`src/rtl/tmr_pkg.sv`:
```
// rtl/tmr_pkg.sv - shared constants, types and helpers for the TMR counter
package tmr_pkg;

  localparam int REPLICAS = 3;
  // Widest replica the helper functions accept; callers size-cast in and out.
  localparam int MAX_W = 64;

  typedef logic [REPLICAS-1:0] mismatch_t;

  // Bitwise two-out-of-three majority over a MAX_W-wide word.
  function automatic logic [MAX_W-1:0] maj3(input logic [MAX_W-1:0] a,
                                            input logic [MAX_W-1:0] b,
                                            input logic [MAX_W-1:0] c);
    return (a & b) | (b & c) | (a & c);
  endfunction

  // Number of set bits in a mismatch vector (0..3).
  function automatic logic [1:0] popcnt3(input mismatch_t m);
    return {1'b0, m[0]} + {1'b0, m[1]} + {1'b0, m[2]};
  endfunction

endpackage

```
`src/rtl/tmr_count_cell.sv`:
```
// rtl/tmr_count_cell.sv - one counter replica with its own next-state logic
module tmr_count_cell
  import tmr_pkg::*;
#(
  parameter int WIDTH    = 8,
  parameter bit SCRUB_EN = 1'b1
) (
  input  logic             clk,
  input  logic             rst,
  input  logic             enable,
  input  logic             up_dn,
  input  logic             load,
  input  logic [WIDTH-1:0] load_val,
  input  logic [WIDTH-1:0] vote,
  output logic [WIDTH-1:0] q
);

  logic [WIDTH-1:0] src;
  logic [WIDTH-1:0] next_d;

  // Pick the advance source (voted or own value), then apply load > count > hold.
  always_comb begin
    src    = SCRUB_EN ? vote : q;
    next_d = src;
    if (load) begin
      next_d = load_val;
    end else if (enable) begin
      next_d = up_dn ? (src + WIDTH'(1)) : (src - WIDTH'(1));
    end
  end

  // Replica register; the name q is kept stable so faults can be forced onto it.
  always_ff @(posedge clk) begin
    if (rst) begin
      q <= '0;
    end else begin
      q <= next_d;
    end
  end

endmodule

```
`src/rtl/tmr_counter_scrub.sv`:
```
// rtl/tmr_counter_scrub.sv - triple-redundant up/down counter with voter and scrub
module tmr_counter_scrub
  import tmr_pkg::*;
#(
  parameter int WIDTH     = 8,
  parameter int ERR_CNT_W = 8,
  parameter bit SCRUB_EN  = 1'b1
) (
  input  logic                 clk,
  input  logic                 rst,
  input  logic                 enable,
  input  logic                 up_dn,
  input  logic                 load,
  input  logic [WIDTH-1:0]     load_val,
  input  logic                 err_clr,
  output logic [WIDTH-1:0]     q_out,
  output logic [2:0]           err_flag,
  output logic                 err_any,
  output logic                 uncorrectable,
  output logic [ERR_CNT_W-1:0] err_count
);

  logic [WIDTH-1:0]     r0, r1, r2;
  logic [WIDTH-1:0]     vote;
  mismatch_t            m;
  mismatch_t            err_flag_q;
  logic                 err_any_q;
  logic                 uncorrectable_q;
  logic [ERR_CNT_W-1:0] err_count_q;
  logic [ERR_CNT_W-1:0] err_count_d;

  tmr_count_cell #(.WIDTH(WIDTH), .SCRUB_EN(SCRUB_EN)) u_rep0 (
    .clk(clk), .rst(rst), .enable(enable), .up_dn(up_dn), .load(load),
    .load_val(load_val), .vote(vote), .q(r0)
  );

  tmr_count_cell #(.WIDTH(WIDTH), .SCRUB_EN(SCRUB_EN)) u_rep1 (
    .clk(clk), .rst(rst), .enable(enable), .up_dn(up_dn), .load(load),
    .load_val(load_val), .vote(vote), .q(r1)
  );

  tmr_count_cell #(.WIDTH(WIDTH), .SCRUB_EN(SCRUB_EN)) u_rep2 (
    .clk(clk), .rst(rst), .enable(enable), .up_dn(up_dn), .load(load),
    .load_val(load_val), .vote(vote), .q(r2)
  );

  // Vote and per-replica disagreement are taken from the pre-update register contents.
  always_comb begin
    vote = WIDTH'(maj3(MAX_W'(r0), MAX_W'(r1), MAX_W'(r2)));
    m    = {(r2 != vote), (r1 != vote), (r0 != vote)};
  end

  // Mismatch-event counter: clear beats increment, increment saturates at all-ones.
  always_comb begin
    err_count_d = err_count_q;
    if (err_clr) begin
      err_count_d = '0;
    end else if ((|m) && (err_count_q != {ERR_CNT_W{1'b1}})) begin
      err_count_d = err_count_q + ERR_CNT_W'(1);
    end
  end

  // Registered fault observability; flags describe the previous cycle only.
  always_ff @(posedge clk) begin
    if (rst) begin
      err_flag_q      <= '0;
      err_any_q       <= 1'b0;
      uncorrectable_q <= 1'b0;
      err_count_q     <= '0;
    end else begin
      err_flag_q      <= m;
      err_any_q       <= |m;
      uncorrectable_q <= (popcnt3(m) >= 2'd2);
      err_count_q     <= err_count_d;
    end
  end

  assign q_out         = vote;
  assign err_flag      = err_flag_q;
  assign err_any       = err_any_q;
  assign uncorrectable = uncorrectable_q;
  assign err_count     = err_count_q;

endmodule

```
`config.mk`:
```
export PLATFORM = sky130hd
export DESIGN_NAME = tmr_counter_scrub
export DESIGN_NICKNAME = d
export VERILOG_FILES = /design/src/rtl/tmr_pkg.sv /design/src/rtl/tmr_count_cell.sv /design/src/rtl/tmr_counter_scrub.sv
export SDC_FILE = /design/constraint.sdc
export NUM_CORES = 1
export LEC_CHECK = 0
export BUFFER_PORTS_ARGS = -buffer_cell sky130_fd_sc_hd__buf_2
export CORE_MARGIN = 3
export CORE_UTILIZATION = 46
export CTS_CLUSTER_DIAMETER = 120
export DETAILED_ROUTE_END_ITERATION = 8
export PLACE_DENSITY = 0.77
export SLEW_MARGIN = 40
export SYNTH_ARGS = -nofsm -noshare
export SYNTH_HDL_FRONTEND = slang
export SYNTH_SLANG_ARGS = --single-unit
```
`constraint.sdc`:
```
create_clock -name clk -period 2.8 [get_ports clk]
set_input_delay 0.28 -clock clk [delete_from_list [all_inputs] [get_ports clk]]
set_output_delay 0.28 -clock clk [all_outputs]
set_load 0.02 [all_outputs]
```
# Word-level counts from Yosys, hierarchy flattened
# Index checks and enable logic that the tools add are counted.
dict set report word_totals {
  inputBits 14
  elab_cells 21
  reg_bits 19
  out_inout_bits 21
}
dict set report op_classes {
  n_lt_le_gt_ge 1
  n_bitwise 3
  add_sub_neg 5
  muxes 3
  reduce_logical 2
  n_eq_ne 2
}
# cell n
set op_table {}
lappend op_table {{8-bit 2-to-1 mux} 3}
lappend op_table {{8-bit by 1-bit adder with 8-bit output (second input constant)} 2}
lappend op_table {{8-bit OR} 2}
lappend op_table {{8-bit bitwise AND} 1}
lappend op_table {{8-bit != test} 1}
lappend op_table {{8-bit != test (second input constant)} 1}
lappend op_table {{8-bit by 1-bit subtractor with 8-bit output (second input constant)} 1}
lappend op_table {{1-bit by 1-bit adder with 2-bit output} 1}
lappend op_table {{2-bit by 1-bit adder with 2-bit output} 1}
lappend op_table {{2-bit greater-or-equal comparator (second input constant)} 1}
lappend op_table {{2-bit OR reduction} 1}
lappend op_table {{1-bit logical AND} 1}

# Depth between registers and ports, before layout
dict set report depth {
  word_depth 7
  ltp_mapped 7
  depth_no_buf 6
}

# Cells and area by module
# From an unflattened synthesis, not the netlist that was laid out.
dict set report unflattened {
  hier_cells 398
  hier_area_um2 3213.1
}
# module seq_area_each_um2 area_per_inst_um2 cells_each instances
set by_module_without_submodules {}
lappend by_module_without_submodules {tmr_count_cell 160.2 701.9 85 3}
lappend by_module_without_submodules {tmr_counter_scrub 260.2 1107.3 143 1}

# Least setup slack after synthesis
# No wires, ideal clock.
dict set report synth_path {
  path_type {reg2reg}
  start {reg u_rep0.q[2]}
  end {reg u_rep0.q[6]}
  t_required_ns 2.684
  t_arrival_ns 1.768
  path_stages_with_launch 6
  setup_ns 0.116
  n_path_buf 0
  setup_slack_ns 0.916
  period_less_slack_ns 1.884
  cell_sequence {dfxtp_1 -> ha_1 -> nor2b_4 -> o2111a_1 -> or4_1 -> a31o_1}
}
dict set report synth_between {
  elab_chain_cells 7
  word_cells_on_any_way 8
  classes_between {add/sub: 2; mux: 3; bitwise: 3}
}
# element line_no
set synth_lines {}
lappend synth_lines {{start, declared} tmr_count_cell.sv:15} ;# output logic [WIDTH-1:0] q
lappend synth_lines {{start signal, assigned} tmr_count_cell.sv:37} ;# q <= next_d;
lappend synth_lines {{8-bit bitwise AND *} tmr_pkg.sv:14} ;# return (a & b) | (b & c) | (a & c);
lappend synth_lines {{8-bit OR} tmr_pkg.sv:14}
lappend synth_lines {{8-bit OR *} tmr_pkg.sv:14}
lappend synth_lines {{8-bit by 1-bit subtractor with 8-bit output / 8-bit by 1-bit adder with 8-bit output (equally long branches)} tmr_count_cell.sv:28} ;# next_d = up_dn ? (src + WIDTH'(1)) : (src - WIDTH'(1));
lappend synth_lines {{8-bit 2-to-1 mux *} tmr_count_cell.sv:28}
lappend synth_lines {{8-bit 2-to-1 mux *} tmr_count_cell.sv:27} ;# end else if (enable) begin
lappend synth_lines {{8-bit 2-to-1 mux *} tmr_count_cell.sv:25} ;# if (load) begin
# Mark *: on every way between the ends. The rest lies on a longest branch, timed or not.
# A chain may end at the register's enable or synchronous reset.

# Final worst setup path
dict set report layout_path {
  start {in up_dn}
  end {reg u_rep0.q[6]}
}
dict set report layout_between {
  elab_chain_cells 3
}
# element line_no
set layout_lines {}
lappend layout_lines {{start, declared} tmr_counter_scrub.sv:12} ;# input logic up_dn,
lappend layout_lines {{8-bit 2-to-1 mux} tmr_count_cell.sv:28}
lappend layout_lines {{8-bit 2-to-1 mux} tmr_count_cell.sv:27}
lappend layout_lines {{8-bit 2-to-1 mux} tmr_count_cell.sv:25}
# Every way passes these cells.

==> impl_metrics.py <==
metrics = {
    "status": {
        "status": "finished clean",
    },
    "yosys": {
        "yosysTopAreaCell": "dfxtp_1",
        "ys_top_cells_by_area": "dfxtp_1, buf_4, ha_1",
        "synthCells": 104,
        "yosysSeqAreaShare_pct": 19.2,
        "synth_top_area_share_pct": 19.2,
        "ys_ff_latch": 8,
        "yosysWarnings": 0,
        "postSynthAreaPerCell_um2": 8.04,
        "yosysUniqueCellTypes": 40,
        "syn_area_um2": 836,
    },
    "power_and_ir_drop": {
        "peakVddDrop_uv": 254,
        "power.density_nw_per_um2": 432,
        "p_leak_nw": 0.430,
        "total_power_mw": 0.395,
    },
    "floorplan": {
        "dieHeight_um": 48.6,
        "io_pins": 35,
        "start_util_pct": 51.9,
        "dieArea_um2": 2360,
        "die_w_um": 48.6,
        "rows": 14,
        "core_area_um2": 1610,
    },
    "placed_design": {
        "placed_cells": 141,
        "gp_congestion": 0.845,
        "dpl.hpwl_um": 1340,
        "port_buffers": 20,
        "dpl_cell_area_um2": 891,
    },
    "layout": {
        "fillers": 159,
        "fin_util_pct": 56.7,
        "reg.largest.list": "u_rep0.q x8",
        "stdcell_count": 144,
        "most-common-layout-cells": "buf_2, conb_1, a21oi_1",
        "final_area_um2": 913,
        "diodes": 0,
        "nets": 143,
        "largest_reg_flops": 8,
        "regMostFlops": "u_rep0.q",
        "drive_gt1_share_pct": 25.0,
        "syn_to_final_growth_pct": 9.28,
        "layout_commonest_cell": "buf_2",
    },
    "setup_path": {
        "r2r_start": "u_rep0.q[2]$_SDFFE_PP0P_",
        "startpoint_type": "input pin",
        "path_max_fanout": 6,
        "critPathKind": "input pin to register",
        "reg2reg_depth": 5,
        "r2r_slack_ps": 960,
        "end_kind": "register",
        "rr_endpoint": "u_rep0.q[6]$_SDFFE_PP0P_",
        "critPathCapture": "u_rep0.q[6]$_SDFFE_PP0P_",
        "arrival_ps": 2000,
        "critPathLaunch": "up_dn",
        "cp_data_required_time_ps": 2960,
    },
    "routing": {
        "dr.pass1.iters": 4,
        "drc_errors": 0,
        "finalWirelength_um": 1850,
        "vias_per_cell": 5.33,
        "final_antenna_net_count": 0,
        "drt-wirelength-per-cell_um": 12.8,
        "via_count": 767,
        "drt_iter0_drc": 10,
    },
    "global_routing": {
        "grt_pass1_wl_um": 2840,
        "grt_pass1_vias": 628,
        "grt.total_usage_pct": 15.1,
        "antenna_found_initial": 0,
        "grt-ovfl-total": 0,
        "grt_max_degree": 21,
    },
    "cts": {
        "insertion_delay_ps": 260,
        "clockRootBuffer": "clkbuf_4",
        "h-tree-depth": 1,
        "cts_made_buffers": 3,
        "cts_buffer_depth": 2,
        "clock-sinks": 8,
        "post_cts.repair.setup_buffers": 0,
        "ctsResizeCount": 0,
        "path_clk_slew_ps": 60,
        "hold_buffers": 0,
        "cts_tree": "yes",
    },
    "timing": {
        "setup_viol": 0,
        "period_needed_ps": 1850,
        "fin_skew_ps": 2.44,
        "rsz0062_at_grt": "false",
        "max_freq_mhz": 542,
        "post-route-period-util_pct": 65.9,
        "slew_viol_final": 0,
        "setup_tns_ps": 0,
        "finalHoldViolCount": 0,
    },
    "hold_path": {
        "whs_path_depth": 3,
        "hold_path_class": "input pin to register",
    },
    "job": {
        "max-cap-violations": 0,
    },
}
-- metal layers --
layer	part of all wire, %	up-vias	GRT usage [%]
met3	8.7	4	7.06
met4	1.5	0	4.74
met5	0	-	0
met2	45	36	22.4
li1	-	383	-
met1	45	344	19.3
-- worst max-delay path, cell delays in order --
cell	delay [ps]
buf_2	120
inv_1	190
ha_1	320
nor2b_4	150
o2111a_1	250
or4_1	470
a31o_1	210
-- kinds of logic after synthesis --
logic type                 Yosys count  synth area share (%)
buffers and inverters               22                  15.7
other                                1                 0.449
and+or+nand+nor                     32                  24.4
DFF                                  8                  19.2
AOI/OAI and AO/OA                   27                  20.7
muxes                                4                  5.09
adders and majority gates            7                  11.4
xor gates and xnor gates             3                  3.14
-- power breakdown --
group	internal (mW)	total, mW	switching [mW]
Sequential	0.125	0.133	0.00856
Clock	0.0496	0.0962	0.0466
Combinational	0.0664	0.165	0.0990
-- how the worst min path moves through the flow --
stage / start / to
after floorplan: load_val[0] / u_rep0.q[0]$_SDFFE_PP0P_
after global placement: load_val[0] / u_rep0.q[0]$_SDFFE_PP0P_
after detailed placement: load_val[1] / u_rep0.q[1]$_SDFFE_PP0P_
after CTS: load_val[1] / u_rep0.q[1]$_SDFFE_PP0P_
after global routing: load_val[1] / u_rep0.q[1]$_SDFFE_PP0P_
final: load_val[1] / u_rep0.q[1]$_SDFFE_PP0P_
-- layout make-up --
type	instances	area, um2	area share (%)
flip-flops and latches	8	160	17.5
well taps	24	30.0	3.29
inverters	3	11.3	1.23
clock buffers	3	22.5	2.47
repair buffers	20	100	11.0
multi-input cells	86	589	64.5
-- per-stage QoR --
| step | hold slack, ps | worst slack, ps |
|---|---|---|
| floorplan | 423 | 916 |
| global placement | 509 | 720 |
| detailed placement | 523 | 708 |
| CTS | 250 | 970 |
| global route | 260 | 871 |
| finish | 246 | 955 |
-- Yosys cell counts (all sizes together) --
library cell,number
or2,1
nor4b,1
nand2b,1
xnor2,3
a41oi,1
o21ai,3
clkbuf,5
nand3b,1
conb,1
nand2,4
o31ai,1
fa,1
nor2,8
a211oi,2
nor3b,7
a21oi,12
o211ai,2
a31o,1
or3,1
a211o,1
o2111a,1
nand3,1
ha,6
nor4,1
and4b,1
or3b,2
mux2,2
o22ai,1
nor2b,2
buf,14
o21a,2
inv,3
or4,1
mux2i,2
dfxtp,8
(Power assumes the default switching activity.)
